<file path="src/rtl/picomips_pkg.sv">
// picomips_pkg: opcode/state enums, ALU and source-select codes, instruction field positions
package picomips_pkg;

    typedef enum logic [2:0] {
        OP_NOP  = 3'b000,
        OP_ADD  = 3'b001,
        OP_ADDI = 3'b010,
        OP_MULI = 3'b011,
        OP_JMP  = 3'b100,
        OP_BEQ  = 3'b101,
        OP_WAIT = 3'b110,
        OP_HALT = 3'b111
    } opcode_t;

    typedef enum logic [1:0] {
        S_FETCH   = 2'b00,
        S_EXEC    = 2'b01,
        S_WAIT_IN = 2'b10,
        S_HALT    = 2'b11
    } state_t;

    localparam logic [1:0] ALU_PASS = 2'b00;
    localparam logic [1:0] ALU_ADD  = 2'b01;
    localparam logic [1:0] ALU_MUL  = 2'b10;
    localparam logic [1:0] ALU_SUB  = 2'b11;

    localparam logic [1:0] SRC_REG = 2'b00;
    localparam logic [1:0] SRC_IMM = 2'b01;
    localparam logic [1:0] SRC_IN  = 2'b10;

    localparam int OP_MSB  = 15;
    localparam int OP_LSB  = 13;
    localparam int RD_MSB  = 12;
    localparam int RD_LSB  = 10;
    localparam int RS_MSB  = 9;
    localparam int RS_LSB  = 7;
    localparam int IMM_MSB = 6;
    localparam int IMM_LSB = 0;

endpackage

</file>
<file path="src/rtl/pc_sequencer_if.sv">
// pc_sequencer_if: program-memory, PC command, input-port handshake and datapath control bundle
interface pc_sequencer_if #(
    parameter int Psize = 6,
    parameter int Isize = 16,
    parameter int Rsize = 3
);
    logic [Isize-1:0] instr;
    logic             alu_zero;
    logic             in_valid;
    logic             in_ready;
    logic             PCincr;
    logic             PCload;
    logic [Psize-1:0] PCtarget;
    logic             reg_we;
    logic [Rsize-1:0] rd;
    logic [Rsize-1:0] rs;
    logic [6:0]       imm;
    logic [1:0]       alu_op;
    logic [1:0]       src_sel;
    logic             halted;

    modport master (
        input  instr, alu_zero, in_valid,
        output in_ready, PCincr, PCload, PCtarget, reg_we, rd, rs, imm, alu_op, src_sel, halted
    );

    modport slave (
        output instr, alu_zero, in_valid,
        input  in_ready, PCincr, PCload, PCtarget, reg_we, rd, rs, imm, alu_op, src_sel, halted
    );
endinterface

</file>
<file path="src/rtl/pc_sequencer_instr_decoder.sv">
// instr_decoder: maps the held instruction and sequencer state to register/ALU/source controls
module instr_decoder
    import picomips_pkg::*;
#(
    parameter int Isize = 16,
    parameter int Rsize = 3
) (
    input  logic [Isize-1:0] i_ir,
    input  state_t           i_state,
    output logic [Rsize-1:0] o_rd,
    output logic [Rsize-1:0] o_rs,
    output logic [6:0]       o_imm,
    output logic [1:0]       o_alu_op,
    output logic [1:0]       o_src_sel
);
    logic    w_act;
    opcode_t w_op;

    assign w_act = (i_state == S_EXEC) || (i_state == S_WAIT_IN);
    assign w_op  = opcode_t'(i_ir[OP_MSB:OP_LSB]);

    // Fields are only driven while an instruction is executing; FETCH and HALT present zeros
    always_comb begin
        o_rd      = w_act ? i_ir[RD_MSB:RD_LSB] : '0;
        o_rs      = w_act ? i_ir[RS_MSB:RS_LSB] : '0;
        o_imm     = w_act ? i_ir[IMM_MSB:IMM_LSB] : '0;
        o_alu_op  = !w_act ? ALU_PASS :
                    (w_op == OP_ADD || w_op == OP_ADDI) ? ALU_ADD :
                    (w_op == OP_MULI) ? ALU_MUL :
                    (w_op == OP_BEQ) ? ALU_SUB : ALU_PASS;
        o_src_sel = !w_act ? SRC_REG :
                    (w_op == OP_ADDI || w_op == OP_MULI) ? SRC_IMM :
                    (w_op == OP_WAIT) ? SRC_IN : SRC_REG;
    end
endmodule

</file>
<file path="src/rtl/pc_sequencer.sv">
// pc_sequencer: multi-cycle FETCH/EXEC/WAIT_IN/HALT control sequencer for the picoMIPS core
module pc_sequencer
    import picomips_pkg::*;
#(
    parameter int Psize = 6,
    parameter int Isize = 16,
    parameter int Rsize = 3
) (
    input logic          clk,
    input logic          reset,
    pc_sequencer_if.master bus
);
    state_t           r_state;
    state_t           w_next;
    state_t           w_dec_state;
    logic [Isize-1:0] r_ir;
    opcode_t          w_op;
    logic             w_incr;
    logic             w_load;
    logic             w_we;
    logic             w_ready;
    logic [6:0]       w_imm;

    assign w_op = opcode_t'(r_ir[OP_MSB:OP_LSB]);

    // State and instruction register; IR captures program memory only in FETCH
    always_ff @(posedge clk) begin
        if (reset) begin
            r_state <= S_FETCH;
            r_ir    <= '0;
        end else begin
            r_state <= w_next;
            if (r_state == S_FETCH) r_ir <= bus.instr;
        end
    end

    // Next-state and pulse generation; pulses are qualified by reset below
    always_comb begin
        w_next  = r_state;
        w_incr  = 1'b0;
        w_load  = 1'b0;
        w_we    = 1'b0;
        w_ready = 1'b0;
        case (r_state)
            S_FETCH: w_next = S_EXEC;
            S_EXEC: begin
                w_next = S_FETCH;
                case (w_op)
                    OP_NOP: w_incr = 1'b1;
                    OP_ADD, OP_ADDI, OP_MULI: begin
                        w_we   = 1'b1;
                        w_incr = 1'b1;
                    end
                    OP_JMP: w_load = 1'b1;
                    OP_BEQ: begin
                        w_load = bus.alu_zero;
                        w_incr = !bus.alu_zero;
                    end
                    OP_WAIT: w_next = S_WAIT_IN;
                    default: w_next = S_HALT;
                endcase
            end
            S_WAIT_IN: begin
                w_ready = 1'b1;
                w_we    = bus.in_valid;
                w_incr  = bus.in_valid;
                w_next  = bus.in_valid ? S_FETCH : S_WAIT_IN;
            end
            default: w_next = S_HALT;
        endcase
    end

    // Reset forces every output to zero in the same cycle, even mid-handshake or halted
    assign w_dec_state  = reset ? S_FETCH : r_state;
    assign bus.PCincr   = !reset && w_incr;
    assign bus.PCload   = !reset && w_load;
    assign bus.reg_we   = !reset && w_we;
    assign bus.in_ready = !reset && w_ready;
    assign bus.halted   = (w_dec_state == S_HALT);
    assign bus.imm      = w_imm;
    assign bus.PCtarget = w_imm[Psize-1:0];

    instr_decoder #(
        .Isize(Isize),
        .Rsize(Rsize)
    ) u_dec (
        .i_ir     (r_ir),
        .i_state  (w_dec_state),
        .o_rd     (bus.rd),
        .o_rs     (bus.rs),
        .o_imm    (w_imm),
        .o_alu_op (bus.alu_op),
        .o_src_sel(bus.src_sel)
    );
endmodule

</file>
<file path="src/flat_wrapper.sv">
// flat-port wrapper written by rule: the top's interface ports become plain ports
module pc_sequencer_flat import picomips_pkg::*;
#(
    parameter int Psize = 6,
    parameter int Isize = 16,
    parameter int Rsize = 3
)
  (clk, reset, bus_instr, bus_alu_zero, bus_in_valid, bus_in_ready, bus_PCincr, bus_PCload, bus_PCtarget, bus_reg_we, bus_rd, bus_rs, bus_imm, bus_alu_op, bus_src_sel, bus_halted);
  pc_sequencer_if #(.Psize(Psize), .Isize(Isize), .Rsize(Rsize)) bus_i ();
  input logic clk;
  input logic reset;
  input wire logic [$bits(bus_i.instr)-1:0] bus_instr;
  input wire logic [$bits(bus_i.alu_zero)-1:0] bus_alu_zero;
  input wire logic [$bits(bus_i.in_valid)-1:0] bus_in_valid;
  output wire logic [$bits(bus_i.in_ready)-1:0] bus_in_ready;
  output wire logic [$bits(bus_i.PCincr)-1:0] bus_PCincr;
  output wire logic [$bits(bus_i.PCload)-1:0] bus_PCload;
  output wire logic [$bits(bus_i.PCtarget)-1:0] bus_PCtarget;
  output wire logic [$bits(bus_i.reg_we)-1:0] bus_reg_we;
  output wire logic [$bits(bus_i.rd)-1:0] bus_rd;
  output wire logic [$bits(bus_i.rs)-1:0] bus_rs;
  output wire logic [$bits(bus_i.imm)-1:0] bus_imm;
  output wire logic [$bits(bus_i.alu_op)-1:0] bus_alu_op;
  output wire logic [$bits(bus_i.src_sel)-1:0] bus_src_sel;
  output wire logic [$bits(bus_i.halted)-1:0] bus_halted;
  assign bus_i.instr = bus_instr;
  assign bus_i.alu_zero = bus_alu_zero;
  assign bus_i.in_valid = bus_in_valid;
  assign bus_in_ready = bus_i.in_ready;
  assign bus_PCincr = bus_i.PCincr;
  assign bus_PCload = bus_i.PCload;
  assign bus_PCtarget = bus_i.PCtarget;
  assign bus_reg_we = bus_i.reg_we;
  assign bus_rd = bus_i.rd;
  assign bus_rs = bus_i.rs;
  assign bus_imm = bus_i.imm;
  assign bus_alu_op = bus_i.alu_op;
  assign bus_src_sel = bus_i.src_sel;
  assign bus_halted = bus_i.halted;
  pc_sequencer #(.Psize(Psize), .Isize(Isize), .Rsize(Rsize)) u_core (.clk(clk), .reset(reset), .bus(bus_i));
endmodule
</file>
<file path="config.mk">
export PLATFORM = sky130hd
export DESIGN_NAME = pc_sequencer_flat
export DESIGN_NICKNAME = d
export VERILOG_FILES = /design/src/rtl/picomips_pkg.sv /design/src/rtl/pc_sequencer_if.sv /design/src/rtl/pc_sequencer_instr_decoder.sv /design/src/rtl/pc_sequencer.sv /design/src/flat_wrapper.sv
export SDC_FILE = /design/constraint.sdc
export NUM_CORES = 1
export LEC_CHECK = 0
export ABC_AREA = 1
export BUFFER_PORTS_ARGS = -buffer_cell sky130_fd_sc_hd__buf_2
export CAP_MARGIN = 20
export CELL_PAD_IN_SITES_DETAIL_PLACEMENT = 1
export CELL_PAD_IN_SITES_GLOBAL_PLACEMENT = 2
export CORE_ASPECT_RATIO = 2
export CORE_MARGIN = 2
export CORE_UTILIZATION = 22
export CTS_CLUSTER_SIZE = 40
export DETAILED_ROUTE_END_ITERATION = 6
export HOLD_SLACK_MARGIN = 0.1
export PLACE_DENSITY_LB_ADDON = 0.08
export RECOVER_POWER = 50
export SKIP_CTS_REPAIR_TIMING = 1
export SLEW_MARGIN = 25
export SYNTH_ARGS = -nofsm -noshare
export SYNTH_HDL_FRONTEND = slang
export SYNTH_SLANG_ARGS = --single-unit
export TNS_END_PERCENT = 100
</file>
<file path="constraint.sdc">
create_clock -name clk -period 1.3 [get_ports clk]
set_input_delay 0 -clock clk [delete_from_list [all_inputs] [get_ports clk]]
set_output_delay 0 -clock clk [all_outputs]
set_load 0.05 [all_outputs]
</file>
==> results of run 1 <==
==> stage by stage <==
step | utilization, % | setup TNS [ns] | area [µm²]
after detailed placement | 32.7 | -1.29 | 1410
final | 45.2 | -3.40 | 1940
after CTS | 34.0 | -8.56 | 1460
after global placement | 32.7 | -1.00 | 1410
after floorplan | - | -1.67 | 1150
after global routing | 45.2 | -5.48 | 1940
==> state kept, by name, indices dropped and copies added (netlist names) <==
signal          cells
u_core.r_ir        16
u_core.r_state      2
==> report_power, final <==
part	leakage, nW	internal (mW)	switching, mW	total, mW
logic	0.743	0.250	0.306	0.556
clock network	0.0288	0.269	0.183	0.451
registers	0.151	0.604	0.0444	0.648
==> layout make-up <==
class | instances | area (µm²)
Sequential cell | 18 | 363
Inverter | 24 | 115
Fill cell | 524 | 2360
Tap cell | 54 | 67.6
Multi-Input combinational cell | 95 | 594
Clock buffer | 4 | 55.1
Timing Repair Buffer | 75 | 746
==> worst max-delay path by stage <==
stage	to	cells after the start
finish	bus_PCtarget[5]	7
global route	bus_PCincr	8
CTS	bus_imm[2]	7
detailed placement	bus_imm[2]	7
global placement	bus_rs[1]	7
floorplan	bus_imm[3]	8
==> cell families after synthesis <==
group,after synthesis
buffers and inverters,35
flip-flops,18
AO/OA/AOI/OAI,25
adder cells (fa/ha/maj),5
AND/OR/NAND/NOR,65
==> synthesized netlist by cell type <==
master                     instances  share of area, %
sky130_fd_sc_hd__buf_2             1              0.51
sky130_fd_sc_hd__a21oi_1           9               4.6
sky130_fd_sc_hd__nand3_1           2               1.0
sky130_fd_sc_hd__buf_4             7               5.4
sky130_fd_sc_hd__nor2_1           36                14
sky130_fd_sc_hd__dfxtp_1          18                37
sky130_fd_sc_hd__inv_1            22               8.5
sky130_fd_sc_hd__inv_2             2              0.77
sky130_fd_sc_hd__nor3_1            2               1.0
sky130_fd_sc_hd__o21ai_0          14               7.2
sky130_fd_sc_hd__clkbuf_8          1               1.4
sky130_fd_sc_hd__buf_6             1               1.2
sky130_fd_sc_hd__ha_1              5               6.4
sky130_fd_sc_hd__nand2_1          25               9.6
sky130_fd_sc_hd__o21ai_1           2               1.0
sky130_fd_sc_hd__clkbuf_2          1              0.51
==> per-layer routing <==
layer	GRT usage, %	up-vias	part of all wire, %
met1	12.4	570	34
met5	0	-	0
met3	1.53	2	2.6
met2	26.4	26	63
li1	-	581	-
met4	3.74	0	0.57
==> worst min-delay path: cells and delay by family <==
family                 cells  cell delay, ns
AOI/OAI and AO/OA          2            0.22
buffers and inverters      1            0.07
==> qor_table.md, run 1 <==
| Group | Result | Value |
|---|---|---|
| die | Number of placement rows | 34 |
| die | Area of the die | 5010 µm² |
| pwr | Highest ir drop seen on vdd | 0.406 mV |
| layout | Area growth from synthesis to final layout | 99.1% |
| worst setup path | Critical path arrival | 1.47 ns |
| worst setup path | Register-to-Register Path Depth | 7 |
| timing | Worst hold slack after final layout | 0.0830 ns |
| clock network | Number of sinks handled by clock tree synthesis | 18 |
| layout | Ratio of cells with drive above 1 in the final layout | 48.1% |
| synthesis | Largest family of logic cells by synthesized area | simple AND/OR/NAND/NOR gates |
| die | Width of the die | 51.1 µm |
| timing | Final min period | 1.47 ns |
| global routing | Global-route wire length before repair | 5050 µm |
| layout | Most common cell after layout, fill and taps aside | sky130_fd_sc_hd__nor2_1 |
| clock network | CTS tree | yes |
| worst hold path | Hold Startpoint | bus_instr[15] |
| synthesis | Average cell area after synthesis | 6.59 µm² |
| die | Starting utilization of the core area | 22.7% |
| synthesis | Post-synth design cell area | 975 µm² |
| synthesis | Area share of and/or/nand/nor cells after synthesis | 25.5% |
| worst setup path | Crit path buf inv count | 4 |
| placed design | Detailed placement HPWL | 2540 µm |
| synthesis | Yosys Warn Count | 0 |
| clock network | Buffer levels on the longest clock path | 2 |
| worst setup path | Register-to-register setup slack | 0.07 ns |
| timing | Fin. Hold Viols | 0 |
| layout | Ant diodes | 0 |
| clock network | Clk_lat worst skew | 0.25 ns |
| timing | Slew Viols, Final | 0 |
| pwr | Tot Pwr | 1.66 mW |
| clock network | TritonCTS Buffers | 3 |
| global routing | Grt ovf | 0 |
| detailed routing | Number of nets with antenna violations after detailed routing | 0 |
| detailed routing | Drt first-iter violations | 5 |
| synthesis | Fraction of synthesized cell area in xor and xnor cells | 0% |
| timing | Maximum operating frequency | 0.682 GHz |
| worst setup path | Reg2Reg Capture Point | u_core.r_ir[12] |
| worst setup path | Launch point of the worst reg-to-reg path | u_core.r_state[1] |
| outcome | Outcome | finished, violations left |
| global routing | Pin count of the biggest net entering global routing | 15 |
| pwr | Power Density | 853 nW/µm² |
| worst setup path | Critical path peak fanout | 6 |
| placed design | Port Buffer Count | 47 |
| detailed routing | Vias per cell | 4.37 |
| die | Core area | 4300 µm² |
| clock network | H-tree levels | 1 |
| detailed routing | Number of remaining DRC errors | 0 |
| synthesis | Net Count, Synth | 173 |
| worst setup path | Sequence of cells on the critical path | inv_4 > nor2_4 > ha_4 > clkbuf_16 > nand2_4 > clkinvlp_4 > buf_6 |
| worst setup path | Worst stage delay on the critical path | 0.34 ns |
| synthesis | Yosys cell types | 16 |
| synthesis | Number of register bits inferred by synthesis | 18 |
| timing | Slew margin rel. | 82.6% |
| synthesis | Cell count after synthesis | 148 |
| placed design | # placed instances | 248 |
| layout | Post-layout net count | 242 |
| die | Die boundary height | 98.1 µm |
| detailed routing | Drt total wl | 3530 µm |
| global routing | Number of global-route vias before repair | 1140 |
| worst setup path | Highest-delay cell along the critical path | sky130_fd_sc_hd__dfxtp_2 |
| worst setup path | WS Path Type | reg2out |
| synthesis | Mux contribution to synthesized area | 0% |
| timing | Setup WS post-layout | -0.166 ns |
| layout | Highest-count cells in the layout ignoring fill and taps | 31 x sky130_fd_sc_hd__nor2_1, 26 x sky130_fd_sc_hd__buf_6, 20 x sky130_fd_sc_hd__buf_2 |
| run | Max-Cap Viols | 0 |
| worst setup path | Crit start category | register |
| detailed routing | Number of detailed-routing iterations run before antenna repair | 2 |
| worst setup path | Kind of end point of the critical path | output port |
| pwr | Static power due to leakage | 0.922 nW |
| worst hold path | Worst min-delay path category | in2reg |
| clock network | Register clock-pin slew on the reported worst setup and hold paths | 0.07 ns |
| clock network | Clock Tree Root | sky130_fd_sc_hd__clkbuf_8 |
| synthesis | Sequential fraction of the synthesis area | 37.0% |
| timing | Part of the cycle the worst path needs | 113% |
| timing | Worst clock skew | 0.000971 ns |
| timing | RSZ-0062 raised after global routing | yes |
| detailed routing | Via total after detailed routing | 1179 |
| worst hold path | Worst hold path depth | 3 |
| worst setup path | Required time reported for the critical path endpoint | 1.30 ns |
| placed design | Post-placement worst setup slack | -0.0773 ns |
| outcome | Violated checks | negative setup slack |
| die | Top-level port count | 48 |
| worst setup path | Launching element of the worst setup path | u_core.r_state[1] |
| global routing | Antenna violations before repair | 0 |
| worst setup path | Cell family with most CP delay | buffers and inverters |
| timing | Total setup violations reported at the end of the flow | 27 |
| layout | Non-Filler Instances | 270 |
| global routing | GR Util All Layers | 12.9% |
| timing | Worst-margin pin slew | 0.260 ns |
| detailed routing | Drt wl/cell | 13.1 µm |
| placed design | Final weighted congestion in routability-driven placement | 0.697 |
| worst hold path | End point of the most critical hold path | u_core.r_ir[15] |
| synthesis | Compound-cell area share of the yosys netlist | 12.8% |
| synthesis | Post-synthesis share of cell area spent on full adders, half adders and majority gates | 6.42% |
Power figures use the tool's default switching activity.
==> run 2: changes to the inputs <==
CELL_PAD_IN_SITES_DETAIL_PLACEMENT = not set   (was 1)
CELL_PAD_IN_SITES_GLOBAL_PLACEMENT = not set   (was 2)
CORE_ASPECT_RATIO = not set   (was 2)
CORE_UTILIZATION = 44   (was 22)
clock period = 1.6 ns   (was 1.3 ns; I/O delays follow)
==> qor_table.md, run 2 (same netlist as run 1, synthesis figures left out) <==
| Group | Result | Value | vs previous |
|---|---|---|---|
| layout | Ant diodes | 0 | unchanged |
| clock network | TritonCTS Buffers | 3 | unchanged |
| layout | Ratio of cells with drive above 1 in the final layout | 37.0% | -11 points |
| timing | Slew margin rel. | 78.9% | -3.7 points |
| die | Number of placement rows | 17 | -50% |
| worst setup path | Kind of end point of the critical path | output port |  |
| layout | Flip-flop count of the largest register after layout | 16 | unchanged |
| global routing | Antenna violations before repair | 0 | unchanged |
| timing | Fin. Hold Viols | 0 | unchanged |
| die | Core area | 2150 µm² | -50% |
| clock network | Register clock-pin slew on the reported worst setup and hold paths | 0.10 ns | +0.03 ns |
| die | Die boundary height | 51.1 µm | -48% |
| global routing | GR Util All Layers | 18.3% | +5.4 points |
| placed design | Final weighted congestion in routability-driven placement | 0.752 | +7.9% |
| worst hold path | Worst min-delay path category | in2reg |  |
| detailed routing | Top Layer Used | met3 |  |
| layout | Top register by number of flip-flops | u_core.r_ir |  |
| detailed routing | Drt first-iter violations | 9 | +4 |
| clock network | Clk_lat worst skew | 0.29 ns | +0.04 ns |
| global routing | Number of global-route vias before repair | 866 | -24% |
| worst setup path | Critical path peak fanout | 5 | -1 |
| die | Area of the die | 2610 µm² | -48% |
| pwr | Static power due to leakage | 0.784 nW | -15% |
| layout | Area growth from synthesis to final layout | 61.1% |  |
| layout | Highest-count cells in the layout ignoring fill and taps | 34 x sky130_fd_sc_hd__nor2_1, 25 x sky130_fd_sc_hd__buf_2, 21 x sky130_fd_sc_hd__nand2_1 |  |
| die | Top-level port count | 48 | unchanged |
| detailed routing | Drt total wl | 2610 µm | -26% |
| clock network | H-tree levels | 1 | unchanged |
| worst setup path | Crit start category | register |  |
| timing | Maximum operating frequency | 0.642 GHz |  |
| timing | RSZ-0062 raised after global routing | yes |  |
| detailed routing | Vias per cell | 4.66 | +6.6% |
| worst setup path | WS Path Type | reg2out |  |
| timing | Slew Viols, Final | 0 | unchanged |
| run | Max-Cap Viols | 0 | unchanged |
| timing | Worst-margin pin slew | 0.316 ns | +0.0555 ns |
| placed design | Detailed placement HPWL | 1660 µm | -34% |
| die | Starting utilization of the core area | 45.4% | +23 points |
| detailed routing | Met2 Routed Length | 1380 µm | -38% |
| clock network | Buffer levels on the longest clock path | 2 | unchanged |
| worst setup path | Most used cell along the critical path | sky130_fd_sc_hd__buf_6 |  |
| timing | Part of the cycle the worst path needs | 97.4% |  |
| detailed routing | Via total after detailed routing | 1113 | -5.6% |
| clock network | Clock Tree Root | sky130_fd_sc_hd__clkbuf_4 |  |
| layout | Filler cell count in the final layout | 175 | -67% |
| global routing | Pin count of the biggest net entering global routing | 20 | +5 |
| die | Width of the die | 51.1 µm | unchanged |
| detailed routing | Total routed wire length on the met1 layer | 1120 µm | -6.7% |
| worst setup path | Highest-delay cell along the critical path | sky130_fd_sc_hd__dfxtp_2 |  |
| detailed routing | Number of detailed-routing iterations run before antenna repair | 4 | +2 |
| layout | Most common cell after layout, fill and taps aside | sky130_fd_sc_hd__nor2_1 |  |
| layout | Post-layout net count | 237 | -2.1% |
| layout | Registers with the most flip-flops | u_core.r_ir: 16 flops, u_core.r_state: 2 flops |  |
| timing | Sum Neg Setup Slack | 0 ns | +3.40 ns |
| outcome | Outcome | finished clean |  |
| placed design | Port Buffer Count | 47 | unchanged |
| worst setup path | Sequence of cells on the critical path | inv_2 > nor2_2 > ha_4 > buf_6 > nand2_1 > clkinvlp_4 > buf_6 |  |
| clock network | Number of sinks handled by clock tree synthesis | 18 | unchanged |
| pwr | Power Density | 724 nW/µm² | -15% |
| global routing | Global-route wire length before repair | 3640 µm | -28% |
| pwr | Tot Pwr | 1.14 mW | -31% |
| detailed routing | Number of remaining DRC errors | 0 | unchanged |
| clock network | CTS tree | yes |  |
| layout | Final core utilization | 73.1% | +28 points |
| worst setup path | Required time reported for the critical path endpoint | 1.60 ns | +0.30 ns |
| worst setup path | Critical path arrival | 1.56 ns | +0.09 ns |
| detailed routing | Number of nets with antenna violations after detailed routing | 0 | unchanged |
| detailed routing | Drt wl/cell | 10.9 µm | -17% |
| timing | Worst clock skew | 0.00346 ns | +0.00249 ns |
| global routing | Grt ovf | 0 | unchanged |
| worst setup path | Worst stage delay on the critical path | 0.35 ns | about the same |
| timing | Total setup violations reported at the end of the flow | 0 | -100% |
| detailed routing | Met3 WL | 109 µm | +18% |
| timing | Final min period | 1.56 ns |  |
| pwr | Highest ir drop seen on vdd | 0.653 mV | +61% |
## run 2: area by class of cell
type	instances	area [µm²]	area share (%)
Inverter	24	113	7.17
Multi-Input combinational cell	95	473	30.1
Sequential cell	18	363	23.1
Timing Repair Buffer	70	551	35.1
Clock buffer	4	36.3	2.31
Tap cell	28	35.0	2.23
## run 2: critical path, delay by kind of cell (launching register included)
| kind | cells | cell delay [ns] |
|---|---|---|
| and+or+nand+nor | 2 | 0.22 |
| DFF | 1 | 0.35 |
| buffers and inverters | 4 | 0.46 |
| adders and majority gates | 1 | 0.24 |
## run 2: worst paths after layout
| check | startpoint | endpoint | slack [ns] | depth (start not counted) |
|---|---|---|---|---|
| worst max-delay path | u_core.r_state[1] | bus_PCtarget[2] | 0.04 | 7 |
| worst min-delay path | bus_in_valid | u_core.r_state[1] | 0.13 | 4 |
| worst max register to register | u_core.r_state[0] | u_core.r_state[1] | 0.37 | 7 |
| worst min register to register | u_core.r_ir[3] | u_core.r_ir[3] | 0.50 | 2 |
## run 2: power by group
part | internal (mW) | switching [mW] | leakage, nW
clock network | 0.138 | 0.136 | 0.0210
logic | 0.136 | 0.209 | 0.612
registers | 0.490 | 0.0271 | 0.151
## run 2: metrics by stage
| stage | instances | setup slack [ns] | hold WS, ns | instance area, µm² |
|---|---|---|---|---|
| finish | 239 | 0.0421 | 0.130 | 1570 |
| global route | 239 | -0.0584 | 0.142 | 1570 |
| CTS | 219 | -0.199 | -0.0794 | 1250 |
| detailed placement | 215 | 0.138 | 0.230 | 1220 |
| global placement | 215 | 0.237 | 0.222 | 1220 |
| floorplan | 148 | -0.0299 | 0.0691 | 1050 |
## run 2: metal layers
metal | vias up | track usage [%]
met5 | - | 0
met4 | 0 | 4.05
met3 | 0 | 4.39
met2 | 33 | 32.5
met1 | 512 | 22.1
li1 | 568 | -
==> run 3: changes to the inputs <==
clock period = 1.75 ns   (was 1.6 ns; I/O delays follow)
==> qor_table.md, run 3 (same netlist as run 1, synthesis figures left out) <==
| Group | Result | Value | vs previous |
|---|---|---|---|
| clock network | H-tree levels | 1 | unchanged |
| worst setup path | Crit start category | register |  |
| layout | Filler cell count in the final layout | 189 | +8.0% |
| detailed routing | Vias per cell | 4.54 | -2.5% |
| clock network | Buffer levels on the longest clock path | 2 | unchanged |
| worst setup path | Crit path buf inv count | 4 | unchanged |
| timing | Final min period | 1.68 ns |  |
| worst setup path | Sequence of cells on the critical path | inv_1 > nor2_2 > ha_4 > buf_4 > nand2_1 > inv_1 > buf_2 |  |
| timing | Worst clock skew | 0.00573 ns | +0.00227 ns |
| global routing | Pin count of the biggest net entering global routing | 20 | unchanged |
| timing | Slew Viols, Final | 0 | unchanged |
| timing | Part of the cycle the worst path needs | 96.1% |  |
| detailed routing | Via total after detailed routing | 1072 | -3.7% |
| timing | RSZ-0062 raised after global routing | yes |  |
| layout | Post-layout net count | 234 | -1.3% |
| worst setup path | Worst stage delay on the critical path | 0.34 ns | about the same |
| timing | Slew margin rel. | 78.9% | about the same |
| worst hold path | Worst min-delay path category | in2reg |  |
| detailed routing | Drt first-iter violations | 9 | unchanged |
| worst setup path | Required time reported for the critical path endpoint | 1.75 ns | +0.15 ns |
| worst setup path | WS Path Type | reg2out |  |
| pwr | Power Density | 704 nW/µm² | -2.7% |
| clock network | CTS tree | yes |  |
| pwr | Tot Pwr | 1.01 mW | -11% |
| global routing | GR Util All Layers | 18.8% | +0.57 points |
| global routing | Global-route wire length before repair | 3720 µm | +2.3% |
| clock network | TritonCTS Buffers | 3 | unchanged |
| clock network | Number of sinks handled by clock tree synthesis | 18 | unchanged |
| clock network | Clk_lat worst skew | 0.29 ns | about the same |
| die | Starting utilization of the core area | 45.4% | unchanged |
| layout | Multi-input combinational cell area | 459 µm² | -2.9% |
| worst setup path | Register-to-register setup slack | 0.46 ns | +0.09 ns |
| timing | Fin. Hold Viols | 0 | unchanged |
| worst setup path | Critical path arrival | 1.68 ns | +0.12 ns |
| placed design | Port Buffer Count | 47 | unchanged |
| timing | Worst-margin pin slew | 0.316 ns | -0.000198 ns |
| placed design | Final weighted congestion in routability-driven placement | 0.881 | +17% |
| timing | Maximum operating frequency | 0.595 GHz |  |
| worst setup path | Register-to-Register Path Depth | 5 | -2 |
| global routing | Number of global-route vias before repair | 883 | +2.0% |
| die | Top-level port count | 48 | unchanged |
| layout | Registers with the most flip-flops | u_core.r_ir: 16 flops, u_core.r_state: 2 flops |  |
| detailed routing | Number of remaining DRC errors | 0 | unchanged |
| worst setup path | Most used cell along the critical path | sky130_fd_sc_hd__inv_1 |  |
| placed design | # placed instances | 214 | -0.47% |
| layout | Highest-count cells in the layout ignoring fill and taps | 36 x sky130_fd_sc_hd__buf_2, 34 x sky130_fd_sc_hd__nor2_1, 25 x sky130_fd_sc_hd__nand2_1 |  |
| detailed routing | Number of nets with antenna violations after detailed routing | 0 | unchanged |
| worst hold path | Worst hold path depth | 4 | unchanged |
| clock network | Register clock-pin slew on the reported worst setup and hold paths | 0.11 ns | about the same |
| die | Core area | 2150 µm² | unchanged |
| layout | Top register by number of flip-flops | u_core.r_ir |  |
| detailed routing | Number of detailed-routing iterations run before antenna repair | 4 | unchanged |
| layout | Area growth from synthesis to final layout | 47.8% |  |
| layout | Area taken by flip-flops and latches | 362 µm² | -0.34% |
| layout | Ant diodes | 0 | unchanged |
| layout | Ratio of cells with drive above 1 in the final layout | 28.8% | -8.1 points |
| worst hold path | Hold Startpoint | reset |  |
| detailed routing | Drt wl/cell | 10.2 µm | -6.1% |
| placed design | Detailed placement HPWL | 1620 µm | -2.6% |
| pwr | Static power due to leakage | 0.815 nW | +3.9% |
| die | Width of the die | 51.1 µm | unchanged |
| worst setup path | Critical path peak fanout | 9 | +4 |
| worst setup path | Launch point of the worst reg-to-reg path | u_core.r_state[0] |  |
| clock network | Clock Tree Root | sky130_fd_sc_hd__clkbuf_4 |  |
| worst setup path | Cell family with most CP delay | buffers and inverters |  |
| worst setup path | Highest-delay cell along the critical path | sky130_fd_sc_hd__dfxtp_1 |  |
| die | Die boundary height | 51.1 µm | unchanged |
| die | Number of placement rows | 17 | unchanged |
| run | Max-Cap Viols | 0 | unchanged |
| layout | Most common cell after layout, fill and taps aside | sky130_fd_sc_hd__buf_2 |  |
| layout | Flip-flop count of the largest register after layout | 16 | unchanged |
| detailed routing | Drt total wl | 2420 µm | -7.3% |
| worst setup path | Reg2Reg Capture Point | u_core.r_ir[15] |  |
| outcome | Outcome | finished clean |  |
| timing | Sum Neg Setup Slack | 0 ns | unchanged |
| timing | Total setup violations reported at the end of the flow | 0 | unchanged |
| global routing | Grt ovf | 0 | unchanged |
| pwr | Highest ir drop seen on vdd | 0.656 mV | +0.37% |
| global routing | Antenna violations before repair | 0 | unchanged |
| worst hold path | End point of the most critical hold path | u_core.r_ir[8] |  |
| layout | Non-Filler Instances | 236 | -1.3% |
| worst setup path | Kind of end point of the critical path | output port |  |
| die | Area of the die | 2610 µm² | unchanged |
## run 3: changes by cell type in the layout (fill, tap and decap cells not counted), moves of 2 or more
cell                         change
sky130_fd_sc_hd__inv_1           +8
sky130_fd_sc_hd__nand2_1         +4
sky130_fd_sc_hd__buf_2          +11
sky130_fd_sc_hd__buf_6          -12
sky130_fd_sc_hd__inv_2           -2
sky130_fd_sc_hd__clkinvlp_4      -6
sky130_fd_sc_hd__buf_4           -2
sky130_fd_sc_hd__nand2_2         -4
## run 3: worst max-delay path by stage
| stage | endpoint | cells past startpoint | from |
|---|---|---|---|
| finish | bus_imm[5] | 7 | u_core.r_state[0] |
| CTS | bus_PCtarget[3] | 7 | u_core.r_state[1] |
| global route | bus_imm[6] | 7 | u_core.r_state[1] |
| detailed placement | bus_PCtarget[3] | 7 | u_core.r_state[0] |
| global placement | bus_PCtarget[2] | 7 | u_core.r_state[0] |
| floorplan | bus_imm[0] | 8 | u_core.r_state[0] |
## run 3: layout make-up
type	count	area share (%)
repair buffers	67	31.8
multi-input cells	95	31.9
well taps	28	2.43
inverters	24	6.26
flip-flops and latches	18	25.1
clock buffers	4	2.52
## run 3: worst reg2reg max path, cell delays in order (launching register included)
cell and delay (ns):
sky130_fd_sc_hd__dfxtp_1 0.37, sky130_fd_sc_hd__inv_1 0.10, sky130_fd_sc_hd__ha_1 0.23, sky130_fd_sc_hd__inv_2 0.25
sky130_fd_sc_hd__o21ai_0 0.15, sky130_fd_sc_hd__a21oi_1 0.12
## run 3: report_power, final
group / leakage [nW] / switching (mW) / internal (mW)
logic: 0.643 / 0.179 / 0.105
clock network: 0.0210 / 0.132 / 0.127
registers: 0.150 / 0.0232 / 0.448
total: 0.815 / 0.335 / 0.680
## run 3: metal layers
| metal | track usage [%] | up-vias | wire length [µm] | share of wire, % |
|---|---|---|---|---|
| li1 | - | 564 | - | - |
| met1 | 22.5 | 480 | 1130 | 47 |
| met2 | 32.3 | 26 | 1160 | 48 |
| met3 | 6.73 | 2 | 112 | 4.6 |
| met4 | 4.05 | 0 | 10 | 0.41 |
| met5 | 0 | - | 0 | 0 |
## run 3: through the flow
stage	hold WS, ns	util, %	area, µm²	setup WS (ns)
finish	0.172	67.0	1440	0.0686
global placement	0.218	54.8	1180	0.301
detailed placement	0.228	54.8	1180	0.252
global route	0.175	67.0	1440	-0.0165
floorplan	0.0691	-	980	0.0661
CTS	-0.0883	56.5	1210	-0.0935
